**src/rtl/arb_pkg.sv**
```systemverilog
// Shared sizes and state encoding for the eight-way round-robin arbiter.
package arb_pkg;
  localparam int N_REQ = 8;
  localparam int IDX_W = 3;

  typedef enum logic {
    IDLE  = 1'b0,
    GRANT = 1'b1
  } arb_state_t;
endpackage

```
**src/rtl/onehot_dec8.sv**
```systemverilog
// 3-bit index to 8-bit one-hot decoder, all-zero when disabled.
// Combinational, no backpressure.
module onehot_dec8
  import arb_pkg::*;
(
  input  logic [IDX_W-1:0] i_idx,
  input  logic             i_en,
  output logic [N_REQ-1:0] o_onehot
);
  always_comb begin
    o_onehot = '0;
    if (i_en) o_onehot[i_idx] = 1'b1;
  end
endmodule

```
**src/rtl/rr_arbiter_8.sv**
```systemverilog
// Eight-way round-robin arbiter with hold limit; grant registered one cycle after request.
// Owner keeps the grant until it drops req, hits MAX_HOLD, or en falls; every release idles one cycle.
module rr_arbiter_8
  import arb_pkg::*;
#(
  parameter int MAX_HOLD = 16
) (
  input  logic             clk,
  input  logic             rst,
  input  logic             en,
  input  logic [N_REQ-1:0] req,
  output logic [N_REQ-1:0] grant,
  output logic [IDX_W-1:0] grant_id,
  output logic             grant_valid,
  output logic             timeout
);
  localparam logic [7:0] HOLD_MAX = 8'(MAX_HOLD);

  // Returns {found, index}: rotate so ptr sits at bit 0, take the lowest set bit, add ptr back.
  function automatic logic [IDX_W:0] rr_pick(input logic [N_REQ-1:0] r, input logic [IDX_W-1:0] p);
    logic [2*N_REQ-1:0] dbl;
    logic [N_REQ-1:0]   rot;
    logic [IDX_W:0]     res;
    dbl = {r, r} >> p;
    rot = dbl[N_REQ-1:0];
    res = '0;
    for (int i = N_REQ - 1; i >= 0; i--) begin
      if (rot[i]) res = {1'b1, p + IDX_W'(i)};
    end
    return res;
  endfunction

  arb_state_t       r_state;
  logic [IDX_W-1:0] r_ptr;
  logic [7:0]       r_hold;
  logic [N_REQ-1:0] r_grant;
  logic [IDX_W-1:0] r_grant_id;
  logic             r_grant_valid;
  logic             r_timeout;

  logic [IDX_W:0]   w_pick;
  logic             w_nxt_valid;
  logic [IDX_W-1:0] w_nxt_id;
  logic             w_load;
  logic             w_to;
  logic [N_REQ-1:0] w_dec;

  assign w_pick = rr_pick(req, r_ptr);

  always_comb begin
    w_nxt_valid = 1'b0;
    w_nxt_id    = r_grant_id;
    w_load      = 1'b0;
    w_to        = 1'b0;
    case (r_state)
      IDLE: begin
        if (en && w_pick[IDX_W]) begin
          w_nxt_valid = 1'b1;
          w_nxt_id    = w_pick[IDX_W-1:0];
          w_load      = 1'b1;
        end
      end
      GRANT: begin
        if (!en || !req[r_grant_id]) begin
          w_nxt_valid = 1'b0;
        end else if (r_hold == HOLD_MAX) begin
          w_to = 1'b1;
        end else begin
          w_nxt_valid = 1'b1;
        end
      end
      default: w_nxt_valid = 1'b0;
    endcase
  end

  onehot_dec8 u_dec (
    .i_idx    (w_nxt_id),
    .i_en     (w_nxt_valid),
    .o_onehot (w_dec)
  );

  always_ff @(posedge clk) begin
    if (rst) begin
      r_state       <= IDLE;
      r_ptr         <= '0;
      r_hold        <= '0;
      r_grant       <= '0;
      r_grant_id    <= '0;
      r_grant_valid <= 1'b0;
      r_timeout     <= 1'b0;
    end else begin
      r_state       <= w_nxt_valid ? GRANT : IDLE;
      r_grant       <= w_dec;
      r_grant_id    <= w_nxt_id;
      r_grant_valid <= w_nxt_valid;
      r_timeout     <= w_to;
      if (w_load) begin
        r_ptr  <= w_nxt_id + 1'b1;
        r_hold <= 8'd1;
      end else if (w_nxt_valid) begin
        r_hold <= r_hold + 8'd1;
      end else begin
        r_hold <= '0;
      end
    end
  end

  assign grant       = r_grant;
  assign grant_id    = r_grant_id;
  assign grant_valid = r_grant_valid;
  assign timeout     = r_timeout;
endmodule

```
**config.mk**
```make
export PLATFORM = sky130hd
export DESIGN_NAME = rr_arbiter_8
export DESIGN_NICKNAME = d
export VERILOG_FILES = /design/src/rtl/arb_pkg.sv /design/src/rtl/onehot_dec8.sv /design/src/rtl/rr_arbiter_8.sv
export SDC_FILE = /design/constraint.sdc
export NUM_CORES = 1
export LEC_CHECK = 0
export CAP_MARGIN = 15
export CORE_MARGIN = 2
export CORE_UTILIZATION = 56
export DETAILED_ROUTE_END_ITERATION = 7
export PLACE_DENSITY = 0.8
export SLEW_MARGIN = 5
export SYNTH_ARGS = -nofsm -noshare
export SYNTH_HDL_FRONTEND = slang
export SYNTH_HIERARCHICAL = 1
export SYNTH_SLANG_ARGS = --single-unit
```
**constraint.sdc**
```tcl
create_clock -name clk -period 4.1 [get_ports clk]
set_input_delay 1.025 -clock clk [delete_from_list [all_inputs] [get_ports clk]]
set_output_delay 1.025 -clock clk [all_outputs]
set_load 0.01 [all_outputs]
```
==> metrics <==
status complete, no violations; cell depth of the worst min-delay path 2; average footprint of a synthesized cell 8.93 µm²; count of yosys warnings during synthesis 6; effective utilization at floorplan 59.3%; clock-pin slew on the worst setup and hold paths ~0.14 ns; Mapped Nets 243; remaining antenna violation count 0; worst skew pair latency 0.33 ns; number of design rule violations left after detail routing 0; CTS HTree Levels 1; crit path max-delay cell type sky130_fd_sc_hd__clkdlybuf4s50_1; worst slew pin tran 0.582 ns; standard-cell row count 21; Peak VDD IR 397 µV; Wirelength per Cell 16.3 µm; Congestion Overflow GR 0; Seq. cell area between 400 and 500 µm²; layout net count 312; HPWL Detailed 4330 µm; Maximum Capacitance Violations 0; Bufs on Longest Clock Path 2; share of flip-flops with an asynchronous set or reset 0%; width of the die 64.2 µm; Setup Viol. Count Final 0; count of non-filler cells in the finished layout 341; fraction of final layout cells with drive strength greater than 1 30.8%; Clock Skews 0.0149 ns; multi-input combinational cell area 1450 µm²; WP data arrival 4.24 ns; class of the most critical hold timing path flip-flop to flip-flop; layout overhead on the synthesized area 33.1%; dpl cells 337; commonest cells after routing, fill and taps aside 52 x sky130_fd_sc_hd__buf_4, 24 x sky130_fd_sc_hd__dfxtp_1, 23 x sky130_fd_sc_hd__clkdlybuf4s50_1; share of the yosys chip area belonging to registers a little under a quarter; total number of vias 2033; fill cell total of the finished layout around 240; maximum fanout along the worst path 5; nature of the critical path startpoint input port; Cell Pwr Density roughly 440 nW/µm²; cell count after synthesis 227; wire length of the first global-routing pass roughly 9300 µm; number of synthesized register bits 24; Hold WS 0.568 ns; cell area after synthesis a little over 2000 µm²; CTS tree yes; floorplan die area 4120 µm²; TritonCTS sink count 24; Max Freq between 0.2 and 0.3 GHz; Pre-Repair DR Iteration Count 4; post-route setup TNS 0 ns; reported leakage power 1.08 nW; post-placement worst setup slack -0.524 ns; vertical extent of the die 64.2 µm; most common cell after layout, fill and taps aside sky130_fd_sc_hd__buf_4; Max transition margin 61.1%; crit-path max cell delay 0.48 ns; kind of capture point of the worst setup path flip-flop; main flop type after synthesis sky130_fd_sc_hd__dfxtp_1; Avg Vias per Cell 5.96; count of buffers added by post-CTS timing repair for setup 0; CTS buffer count 3; Routed Wire Length 5560 µm; diode count 0; initial antenna violation count 0; Register-to-Register Path Depth 13; Total Routing Usage GR 28.6%; Final Cycle Share 97.4%; core outline area approximately 3400 µm²; number of global-route vias before repair 1900; kind of critical path input port to flip-flop; required time of the critical path 4.34 ns; Post-synth EDFFs 0; global placement routability congestion 0.918; violation count after the first detailed-routing iteration 199; number of buffer cells added on primary ports 23; Hold Violations, Final 0; worst setup margin between 0.1 and 0.15 ns; pin count of the biggest net entering global routing 17; list of cells traversed by the critical path clkdlybuf4s50_1 -> mux2_2 -> mux4_2 -> buf_4 -> o32ai_1 -> o21ai_1 -> a2111oi_2 -> a2111oi_2 -> o21ai_1 -> ha_2 -> nor2b_1 -> o21ai_0 -> o22ai_1 -> a41o_1; max-slew violations 0; minimum clock period 3.99 ns; count of pins on the block boundary 24; count of distinct cell types in the synthesized netlist 58; clock root buffer sky130_fd_sc_hd__clkbuf_4
[state kept, by name (all words and copies together), names as in the netlist]
register and count:
grant 8, grant_id 3, r_hold 8, r_state 1, r_ptr 3, timeout 1
[path summary, 6_finish.rpt]
kind                                end             startpoint  slack [ns]
setup / recovery  r_ptr[2]$_SDFFE_PP0P_                 req[2]        0.11
hold / removal     r_hold[4]$_SDFF_PP0_   r_hold[4]$_SDFF_PP0_        0.57
setup reg to reg    grant[3]$_SDFF_PP0_  r_ptr[0]$_SDFFE_PP0P_        0.38
hold reg to reg    r_hold[4]$_SDFF_PP0_   r_hold[4]$_SDFF_PP0_        0.57
[timing repair]
item,4_1_cts,5_1_grt
setup endpoints to repair,1,1
gates resized for setup,2,1
pin swaps,0,3
hold buffers,0,0
[Yosys cell counts (2+ instances only)]
library cell | count | area, µm²
sky130_fd_sc_hd__and4bb_2 | 3 | 37.5
sky130_fd_sc_hd__a31oi_1 | 3 | 18.8
sky130_fd_sc_hd__mux2_2 | 10 | 113
sky130_fd_sc_hd__or3b_2 | 2 | 17.5
sky130_fd_sc_hd__nor2_1 | 18 | 67.6
sky130_fd_sc_hd__o311ai_0 | 3 | 26.3
sky130_fd_sc_hd__nand3_1 | 15 | 75.1
sky130_fd_sc_hd__nor2b_1 | 10 | 62.6
sky130_fd_sc_hd__dfxtp_1 | 24 | 480
sky130_fd_sc_hd__ha_1 | 5 | 62.6
sky130_fd_sc_hd__inv_1 | 15 | 56.3
sky130_fd_sc_hd__mux4_2 | 7 | 158
sky130_fd_sc_hd__buf_2 | 3 | 15.0
sky130_fd_sc_hd__a21oi_1 | 6 | 30.0
sky130_fd_sc_hd__a311oi_1 | 4 | 35.0
sky130_fd_sc_hd__and4b_2 | 3 | 33.8
sky130_fd_sc_hd__and2_1 | 3 | 18.8
sky130_fd_sc_hd__nand2b_1 | 4 | 25.0
sky130_fd_sc_hd__o22ai_1 | 2 | 12.5
sky130_fd_sc_hd__mux4_1 | 3 | 78.8
sky130_fd_sc_hd__nand2_1 | 16 | 60.1
sky130_fd_sc_hd__o21ai_0 | 8 | 40.0
sky130_fd_sc_hd__mux2i_1 | 7 | 70.1
sky130_fd_sc_hd__a211oi_1 | 4 | 30.0
sky130_fd_sc_hd__o31ai_1 | 3 | 22.5
sky130_fd_sc_hd__clkbuf_1 | 6 | 22.5
sky130_fd_sc_hd__xor2_1 | 5 | 43.8
sky130_fd_sc_hd__and3_1 | 3 | 18.8
sky130_fd_sc_hd__o21ai_1 | 3 | 15.0
[per-stage QoR]
stage | power (mW) | instance area (µm²) | util [%]
2_1_floorplan | 0.727 | 2030 | -
3_3_place_gp | 1.01 | 2650 | 77.7
5_1_grt | 1.24 | 2700 | 79.0
6_report | 1.18 | 2700 | 79.0
3_5_place_dp | 1.03 | 2650 | 77.7
4_1_cts | 1.16 | 2700 | 78.9
[metal layers]
layer | routed length [µm] | GRT usage, % | vias to the layer above
li1 | - | - | 996
met2 | 2580 | 44.3 | 67
met1 | 2580 | 41.8 | 963
met5 | 0 | 0 | -
met4 | 34 | 3.99 | 0
met3 | 357 | 5.99 | 7
[kinds of logic (layout without fill, tap and decap cells)]
| logic type | Yosys count | in the layout | synth area share, % |
|---|---|---|---|
| AND/OR/NAND/NOR | 88 | 88 | 24.9 |
| AO/OA/AOI/OAI | 49 | 49 | 18.3 |
| adder cells (fa/ha/maj) | 5 | 5 | 3.09 |
| XOR/XNOR | 6 | 6 | 2.59 |
| multiplexers | 29 | 29 | 22.1 |
| buffers and inverters | 26 | 94 | 5.37 |
| flip-flops | 24 | 24 | 23.7 |
[power by group]
group / internal (mW) / switching [mW] / total, mW
clock: 0.0544 / 0.0724 / 0.127
sequential: 0.253 / 0.0336 / 0.287
combinational: 0.393 / 0.371 / 0.764
total: 0.700 / 0.477 / 1.18
[layout make-up]
class	instances	share of cell area [%]
sequential	24	17.8
clock buffer	4	1.35
tap	46	2.13
timing repair buffer	75	23.0
inverter	15	2.09
multi-input combinational	177	53.6
[critical path, delay by kind of cell]
family,cells,cell delay [ns]
simple gates,1,0.04
buf+inv,2,0.64
mux,2,0.78
compound gates,8,1.51
fa+ha+maj,1,0.23
Power figures use the tool's default switching activity.
